`config.mk`:
```
export PLATFORM = sky130hd
export DESIGN_NAME = hex_count_ctrl
export DESIGN_NICKNAME = d
export VERILOG_FILES = /design/src/rtl/hex_count_ctrl.sv
export SDC_FILE = /design/constraint.sdc
export NUM_CORES = 1
export LEC_CHECK = 0
export CORE_MARGIN = 2
export CORE_UTILIZATION = 52
export CTS_CLUSTER_DIAMETER = 30
export DETAILED_ROUTE_END_ITERATION = 10
export GPL_TIMING_DRIVEN = 0
export PLACE_DENSITY = 0.75
export SLEW_MARGIN = 25
export SYNTH_ARGS = -nofsm -noshare
export SYNTH_HDL_FRONTEND = slang
export SYNTH_SLANG_ARGS = --single-unit
```
`constraint.sdc`:
```
create_clock -name clock -period 1.6 [get_ports clock]
set_clock_uncertainty 0.05 [all_clocks]
set_input_delay 0.32 -clock clock [delete_from_list [all_inputs] [get_ports clock]]
set_output_delay 0.32 -clock clock [all_outputs]
set_load 0.02 [all_outputs]
```
`src/rtl/hex_count_ctrl.sv`:
```
`default_nettype none
// ============================================================================
// Module      : hex_count_ctrl
// Description : Run/pause/step controller for a 4-bit hex display counter.
//               Edge-detects button levels, owns the count prescaler and
//               sequences the counter through IDLE/RUN/PAUSE.
// Revision    : 1.0 - initial release
// ============================================================================
module hex_count_ctrl #(
    parameter int TICK_DIV = 25000000,
    parameter int PRE_W    = 32
) (
    input  logic       clock,
    input  logic       reset,
    input  logic       start,
    input  logic       stop,
    input  logic       step,
    input  logic       load,
    input  logic [3:0] load_val,
    input  logic       up_dn,
    output logic [3:0] count,
    output logic       running,
    output logic       paused,
    output logic       wrap
);

    typedef enum logic [1:0] {
        ST_IDLE  = 2'd0,
        ST_RUN   = 2'd1,
        ST_PAUSE = 2'd2
    } state_t;

    localparam logic [PRE_W-1:0] c_tick_last = PRE_W'(TICK_DIV - 1);
    localparam logic [PRE_W-1:0] c_pre_one   = PRE_W'(1);

    state_t           r_state;
    logic [PRE_W-1:0] r_pre;
    logic [3:0]       r_count;
    logic             r_wrap;
    logic             r_running;
    logic             r_paused;
    logic             r_start_prev;
    logic             r_stop_prev;
    logic             r_step_prev;
    logic             r_load_prev;

    logic             w_start_e;
    logic             w_stop_e;
    logic             w_step_e;
    logic             w_load_e;
    logic             w_eff_stop;
    logic             w_eff_start;
    logic             w_counting;
    logic             w_advance;
    state_t           w_state_nxt;
    logic [PRE_W-1:0] w_pre_nxt;
    logic [3:0]       w_count_nxt;
    logic             w_wrap_nxt;

    assign w_start_e = start & ~r_start_prev;
    assign w_stop_e  = stop  & ~r_stop_prev;
    assign w_step_e  = step  & ~r_step_prev;
    assign w_load_e  = load  & ~r_load_prev;

    // Stop in IDLE and start in RUN are no-ops, so they do not suppress lower
    // priority actions; a simultaneous stop always overrides start.
    assign w_eff_stop  = w_stop_e && (r_state != ST_IDLE);
    assign w_eff_start = w_start_e && !w_stop_e && (r_state != ST_RUN);

    // The prescaler runs in RUN and also in the cycle that resumes from PAUSE,
    // so a resumed run keeps the phase it had when it was paused.
    assign w_counting = (r_state == ST_RUN) || ((r_state == ST_PAUSE) && w_eff_start);

    // Next-state decode of the run/pause sequencer
    always_comb begin
        w_state_nxt = r_state;
        if (w_eff_stop) begin
            w_state_nxt = (r_state == ST_RUN) ? ST_PAUSE : ST_IDLE;
        end else if (w_eff_start) begin
            w_state_nxt = ST_RUN;
        end
    end

    // Prescaler/count update with load > stop > start > tick/step priority
    always_comb begin
        w_pre_nxt   = r_pre;
        w_count_nxt = r_count;
        w_advance   = 1'b0;
        w_wrap_nxt  = 1'b0;
        if (w_load_e) begin
            w_count_nxt = load_val;
            w_pre_nxt   = '0;
        end else if (w_eff_stop) begin
            if (r_state == ST_PAUSE) begin
                w_count_nxt = 4'd0;
                w_pre_nxt   = '0;
            end
        end else if (w_eff_start && (r_state == ST_IDLE)) begin
            w_pre_nxt = '0;
        end else if (w_counting) begin
            if (r_pre == c_tick_last) begin
                w_pre_nxt = '0;
                w_advance = 1'b1;
            end else begin
                w_pre_nxt = r_pre + c_pre_one;
            end
        end else if (w_step_e) begin
            w_advance = 1'b1;
        end

        if (w_advance) begin
            if (up_dn) begin
                w_count_nxt = r_count + 4'd1;
                w_wrap_nxt  = (r_count == 4'hF);
            end else begin
                w_count_nxt = r_count - 4'd1;
                w_wrap_nxt  = (r_count == 4'h0);
            end
        end
    end

    // State, datapath and button history registers
    always_ff @(posedge clock) begin
        if (!reset) begin
            r_state      <= ST_IDLE;
            r_pre        <= '0;
            r_count      <= 4'd0;
            r_wrap       <= 1'b0;
            r_running    <= 1'b0;
            r_paused     <= 1'b0;
            r_start_prev <= 1'b0;
            r_stop_prev  <= 1'b0;
            r_step_prev  <= 1'b0;
            r_load_prev  <= 1'b0;
        end else begin
            r_state      <= w_state_nxt;
            r_pre        <= w_pre_nxt;
            r_count      <= w_count_nxt;
            r_wrap       <= w_wrap_nxt;
            r_running    <= (w_state_nxt == ST_RUN);
            r_paused     <= (w_state_nxt == ST_PAUSE);
            r_start_prev <= start;
            r_stop_prev  <= stop;
            r_step_prev  <= step;
            r_load_prev  <= load;
        end
    end

    assign count   = r_count;
    assign running = r_running;
    assign paused  = r_paused;
    assign wrap    = r_wrap;

endmodule
`default_nettype wire

```
==> results of run 1 <==
==> cells by family (layout without fill, tap and decap cells) <==
kind of cell	count (synthesis)	after routing	synth area share
AND/OR/NAND/NOR	139	139	0.337
adder cells (fa/ha/maj)	4	4	0.0238
flip-flops	45	45	0.373
AO/OA/AOI/OAI	41	41	0.128
buffers and inverters	17	65	0.0389
multiplexers	1	1	0.00415
XOR/XNOR	26	26	0.0943
==> worst max-delay path by stage <==
| stage | startpoint | endpoint | slack (ns) |
|---|---|---|---|
| after floorplan | stop | r_pre[29] | -0.1 |
| after global placement | stop | r_pre[21] | -0.70 |
| after detailed placement | stop | r_pre[29] | -0.73 |
| after CTS | r_stop_prev | r_pre[21] | -0.16 |
| after global routing | r_pre[7] | r_pre[31] | -0.31 |
| final | r_pre[6] | r_pre[21] | -0.28 |
==> layer usage <==
layer,vias to the layer above,share of wire,global-route usage
li1,1115,-,-
met1,1117,0.45,0.320
met2,86,0.49,0.381
met3,6,0.058,0.0500
met4,0,0.0077,0.0985
met5,-,0,0
==> where the power goes <==
group / internal, W / switching, W
registers: 0.00114 / 0.0000305
logic: 0.000171 / 0.000199
clock network: 0.000508 / 0.000401
==> worst reg2reg max path, cell delays in order, from the launching register on <==
cell      delay, ns
dfxtp_4        0.38
and4_4         0.24
and4_4         0.28
nand4_4        0.14
buf_6          0.16
or3_4          0.33
a211oi_2       0.23
==> layout make-up <==
cell class | instances | area [sq um]
well taps | 52 | 65.1
repair buffers | 40 | 348
clock buffers | 6 | 82.6
multi-input cells | 211 | 1620
inverters | 5 | 18.8
plain buffers | 12 | 111
clock inverters | 2 | 37.5
fillers | 314 | 1190
flip-flops and latches | 45 | 940
==> timing repair <==
action                     4_1_cts  5_1_grt
setup endpoints to repair       41       39
resized for setup               49       33
setup buffers                   12        9
pin swaps                        9       12
cloned                           2        0
==> through the flow <==
step | total power [W] | cells | setup WS (ns) | utilization
after floorplan | 0.00140 | 273 | -0.0955 | -
after global placement | 0.00150 | 342 | -0.699 | 0.606
after detailed placement | 0.00150 | 342 | -0.728 | 0.606
after CTS | 0.00243 | 364 | -0.163 | 0.686
after global routing | 0.00255 | 373 | -0.307 | 0.729
final | 0.00245 | 373 | -0.282 | 0.729
==> registers in the layout (all words and copies together), names as in the netlist <==
register	flops
r_stop_prev	1
count	4
r_load_prev	1
r_step_prev	1
running	1
r_start_prev	1
wrap	1
r_state	2
paused	1
r_pre	32
==> placed cells by master, fill, tap and decap left out, types with 8 or more instances in the layout <==
cell type	count
nand4_1	8
o21ai_0	9
clkdlybuf4s50_1	8
dfxtp_2	19
nand3_1	12
nor2_1	8
nor3_1	28
dfxtp_1	22
xnor2_1	21
or3_1	10
nand2_1	19
nor4_2	8
buf_4	19
==> flow_summary.json, run 1 <==
{
  "drtIter0Drc": 120,
  "crit_family": "simple AND/OR/NAND/NOR gates",
  "hp-start": "start",
  "track_usage": 0.241,
  "hold_path.class": "input port to register",
  "fp.dieW_microns": 72.1,
  "slew_violations": 0,
  "start_util": 0.547,
  "h-tree-depth": 2,
  "rrSetupSlack_ns": -0.28,
  "holdPathStages": 2,
  "maxCapViolations": 0,
  "power_density_nw_per_um2": 760,
  "grt_pass1_vias": 2121,
  "num_vias": 2324,
  "routed_via_density": 6.23,
  "ys_seq_elements": 45,
  "yosysUniqueCellTypes": 51,
  "setup_slack_ns": -0.282,
  "rr_startpoint": "r_pre[6]",
  "ys.flop_type": "dfxtp_1",
  "hpwl_microns": 3770,
  "ys.warnings.count": 0,
  "startpoint_type": "register",
  "worst_pin_slew_ns": 0.577,
  "port-buffer-count": 17,
  "finalHoldWorstSlack_ns": 0.349,
  "crit_fanout": 5,
  "final_nets": 335,
  "post_synth.cell_area_avg_sq_um": 8.85,
  "ys_seq_area_frac": 0.373,
  "required_ns": 1.77,
  "cts.path.max_buffers": 2,
  "syn_area_sq_um": 2410,
  "synth_top_area_frac": 0.373,
  "min_to": "r_start_prev",
  "critPathCaptureType": "register",
  "diodes": 0,
  "cpMaxStageDelayCell": "dfxtp_4",
  "cpPeakStageDelay_ns": 0.38,
  "gr-total-overflow": 0,
  "cts_made_buffers": 5,
  "hold_viol": 0,
  "leakagePower_nw": 1.13,
  "grt_pass1_wl_microns": 9940,
  "wl_per_cell_microns": 17.2,
  "outcome": "complete, but fails checks",
  "finalCriticalPeriod_ns": 1.88,
  "synthTopCellsByArea": "dfxtp_1 (37%), xnor2_1 (7.6%), nor3_1 (6.6%), or3_1 (3.1%), nand2_1 (3.0%)",
  "wl_microns": 6400,
  "synthTopCellsByCount": "dfxtp_1 (45), nor3_1 (32), xnor2_1 (21)",
  "synth_area_leader_cell": "dfxtp_1",
  "firstDrtPassIters": 4,
  "crit_path_frequent_cell": "and4_4",
  "slew_headroom": 0.615,
  "areaGrowthSynthToFinish_pct": 33.3,
  "cts_tree": "yes",
  "critical_path_class": "register to register",
  "rows": 24,
  "cp.buffers_inverters": 1,
  "design_area_sq_um": 3220,
  "vdd_drop_max_mv": 0.496,
  "grt_max_degree": 15,
  "worstPathCellList": "and4_4 > and4_4 > nand4_4 > buf_6 > or3_4 > a211oi_2",
  "synth-edff-count": 0,
  "fp.dieArea_sq_um": 5200,
  "r2r_end": "r_pre[21]",
  "cts_sinks": 45,
  "antenna_found_initial": 0,
  "drt.antenna.violating_nets": 0,
  "drive_gt1_frac": 0.346,
  "postPlaceCellArea_sq_um": 2680,
  "die_y_microns": 72.1,
  "rsz0062_at_grt": "true",
  "finalSetupViolCount": 37,
  "worstPathArrival_ns": 2.05,
  "max_freq_mhz": 531,
  "place_congestion": 0.855,
  "core_area_sq_um": 4410,
  "r2r_cells": 6,
  "synth_cells": 273,
  "clkSlewWorstSetupHoldPaths_ns": 0.09,
  "synth_most_common_cell": "dfxtp_1",
  "finalSetupTns_ns": -6.16,
  "cts_hold_buffers": 0,
  "io_pins": 18,
  "clk_latency_ns": 0.30,
  "drc": 0,
  "synthesis.nets": 288,
  "failed_checks": "negative setup slack",
  "path_depth": 6,
  "async_flop_share": 0,
  "root_buffer": "clkbuf_8",
  "period_share": 1.18
}
No activity file was read; power rests on OpenSTA's default activity.
==> run 2: changes to the inputs <==
--- a/config.mk
+++ b/config.mk
@@ -11,7 +11,7 @@
 export DETAILED_ROUTE_END_ITERATION = 10
 export GPL_TIMING_DRIVEN = 0
 export PLACE_DENSITY = 0.75
-export SLEW_MARGIN = 25
+export SLEW_MARGIN = 20
 export SYNTH_ARGS = -nofsm -noshare
 export SYNTH_HDL_FRONTEND = slang
 export SYNTH_SLANG_ARGS = --single-unit
==> constraint.sdc (replaced) <==
create_clock -name clock -period 1.7 [get_ports clock]
set_clock_uncertainty 0.05 [all_clocks]
set_input_delay 0.34 -clock clock [delete_from_list [all_inputs] [get_ports clock]]
set_output_delay 0.34 -clock clock [all_outputs]
set_load 0.02 [all_outputs]
==> flow_summary.json, run 2 (same netlist as run 1, synthesis figures left out) <==
{
  "outcome": "complete, but fails checks",
  "failed_checks": "negative setup slack",
  "slew_violations": 0,
  "met1_length_microns": 2820,
  "startpoint_type": "register",
  "critical_path_class": "register to register",
  "h-tree-depth": 2,
  "wl_microns": 6170,
  "required_ns": 1.87,
  "areaGrowthSynthToFinish_pct": 29.9,
  "io_pins": 18,
  "antenna_found_initial": 0,
  "worstPathArrival_ns": 1.97,
  "rsz0062_at_grt": "true",
  "cts_sinks": 45,
  "maxCapViolations": 0,
  "finalCriticalPeriod_ns": 1.81,
  "cts_tree": "yes",
  "largest_register": "r_pre",
  "holdPathStages": 2,
  "hold_viol": 0,
  "period_share": 1.06,
  "clkSlewWorstSetupHoldPaths_ns": 0.08,
  "core_area_sq_um": 4410,
  "critPathCaptureType": "register",
  "layout_common_cells": "nor3_1 (30), dfxtp_1 (26), xnor2_1 (21), nand2_1 (19), dfxtp_2 (18)",
  "cts_hold_buffers": 0,
  "worst_pin_slew_ns": 0.473,
  "dr_wl_met2_microns": 3000,
  "hold_path.class": "input port to register",
  "dr_wl_met3_microns": 258,
  "cts_made_buffers": 5,
  "drt.antenna.violating_nets": 0,
  "hpwl_microns": 3810,
  "finalSetupViolCount": 36,
  "place_congestion": 0.860,
  "drtIter0Drc": 150,
  "max_freq_mhz": 553,
  "grt_pass1_wl_microns": 9840,
  "top_layer_used": "met4",
  "rows": 24,
  "drc": 0,
  "routed_via_density": 6.23,
  "grt_max_degree": 13,
  "firstDrtPassIters": 4,
  "clk_latency_ns": 0.29,
  "die_y_microns": 72.1,
  "start_util": 0.547,
  "gr-total-overflow": 0,
  "fp.dieArea_sq_um": 5200,
  "largest_reg_flops": 32,
  "finalHoldWorstSlack_ns": 0.382,
  "root_buffer": "clkbuf_8",
  "mostFrequentLayoutCell": "nor3_1",
  "num_vias": 2294,
  "diodes": 0,
  "cts.path.max_buffers": 2,
  "finalSetupTns_ns": -2.00,
  "power_density_nw_per_um2": 663,
  "setup_slack_ns": -0.109,
  "port-buffer-count": 17,
  "r2r_cells": 7,
  "track_usage": 0.234,
  "fillCellCount": 326,
  "final_nets": 332,
  "drive_gt1_frac": 0.291,
  "vdd_drop_max_mv": 0.521,
  "slew_headroom": 0.685,
  "leakagePower_nw": 1.08,
  "crit_fanout": 5,
  "wl_per_cell_microns": 16.8,
  "fp.dieW_microns": 72.1,
  "grt_pass1_vias": 2188
}
==> run 2: cell types whose count changed in the layout (fill, tap and decap cells not counted), sizes merged <==
cell           delta
buf               -5
bufinv            -1
clkbuf            +1
clkdlybuf4s50     +2
clkinv            +1
clkinvlp          -1
dlymetal6s2s      -2
==> run 2: power breakdown <==
part           total, W  leakage (nW)  internal, W  switching, W
logic          0.000373         0.665     0.000173      0.000199
registers       0.00110         0.374      0.00107     0.0000270
clock network  0.000604        0.0399     0.000271      0.000333
total           0.00208          1.08      0.00152      0.000560
==> run 2: worst paths after layout <==
path | from | end | slack [ns]
hold reg to reg | r_pre[21] | r_pre[21] | 0.48
setup reg to reg | r_stop_prev | r_pre[27] | -0.11
setup / recovery | r_stop_prev | r_pre[27] | -0.11
hold / removal | start | r_start_prev | 0.38
==> run 2: metrics by stage <==
step                      std cells  utilization  total power, W  setup WS, ns  cell area, sq um
after floorplan                 273            -         0.00131      0.000188              2430
after global placement          342        0.603         0.00141        -0.651              2660
after detailed placement        342        0.603         0.00141        -0.651              2660
after CTS                       362        0.671         0.00205       -0.0978              2960
after global routing            368        0.711         0.00217        -0.184              3140
final                           368        0.711         0.00208        -0.109              3140
==> run 2: per-layer routing <==
| layer | vias up | global-route usage |
|---|---|---|
| met5 | - | 0 |
| met3 | 13 | 0.0417 |
| met1 | 1105 | 0.304 |
| li1 | 1109 | - |
| met2 | 67 | 0.400 |
| met4 | 0 | 0.0608 |
==> run 2: final cells by class <==
| class | count | area (sq um) | area share |
|---|---|---|---|
| repair buffers | 37 | 328 | 0.105 |
| clock buffers | 5 | 68.8 | 0.0219 |
| plain buffers | 12 | 115 | 0.0367 |
| clock inverters | 1 | 5.00 | 0.00160 |
| multi-input cells | 211 | 1610 | 0.513 |
| inverters | 5 | 18.8 | 0.00598 |
| flip-flops and latches | 45 | 927 | 0.296 |
| well taps | 52 | 65.1 | 0.0207 |
==> run 2: repair_timing <==
item / in CTS / in global routing
pin swaps: 14 / 4
setup endpoints to repair: 41 / 37
resized for setup: 48 / 34
cloned: 2 / 1
hold endpoints to repair: 0 / 0
buffers inserted: 13 / 5
==> run 2: worst max-delay path, stage by stage (launching register included) <==
cell and delay (ns):
dfxtp_2 0.32, and2b_4 0.30, o311a_1 0.19, buf_6 0.12, nand4_4 0.09, buf_6 0.15
or3_1 0.31, a211oi_2 0.20
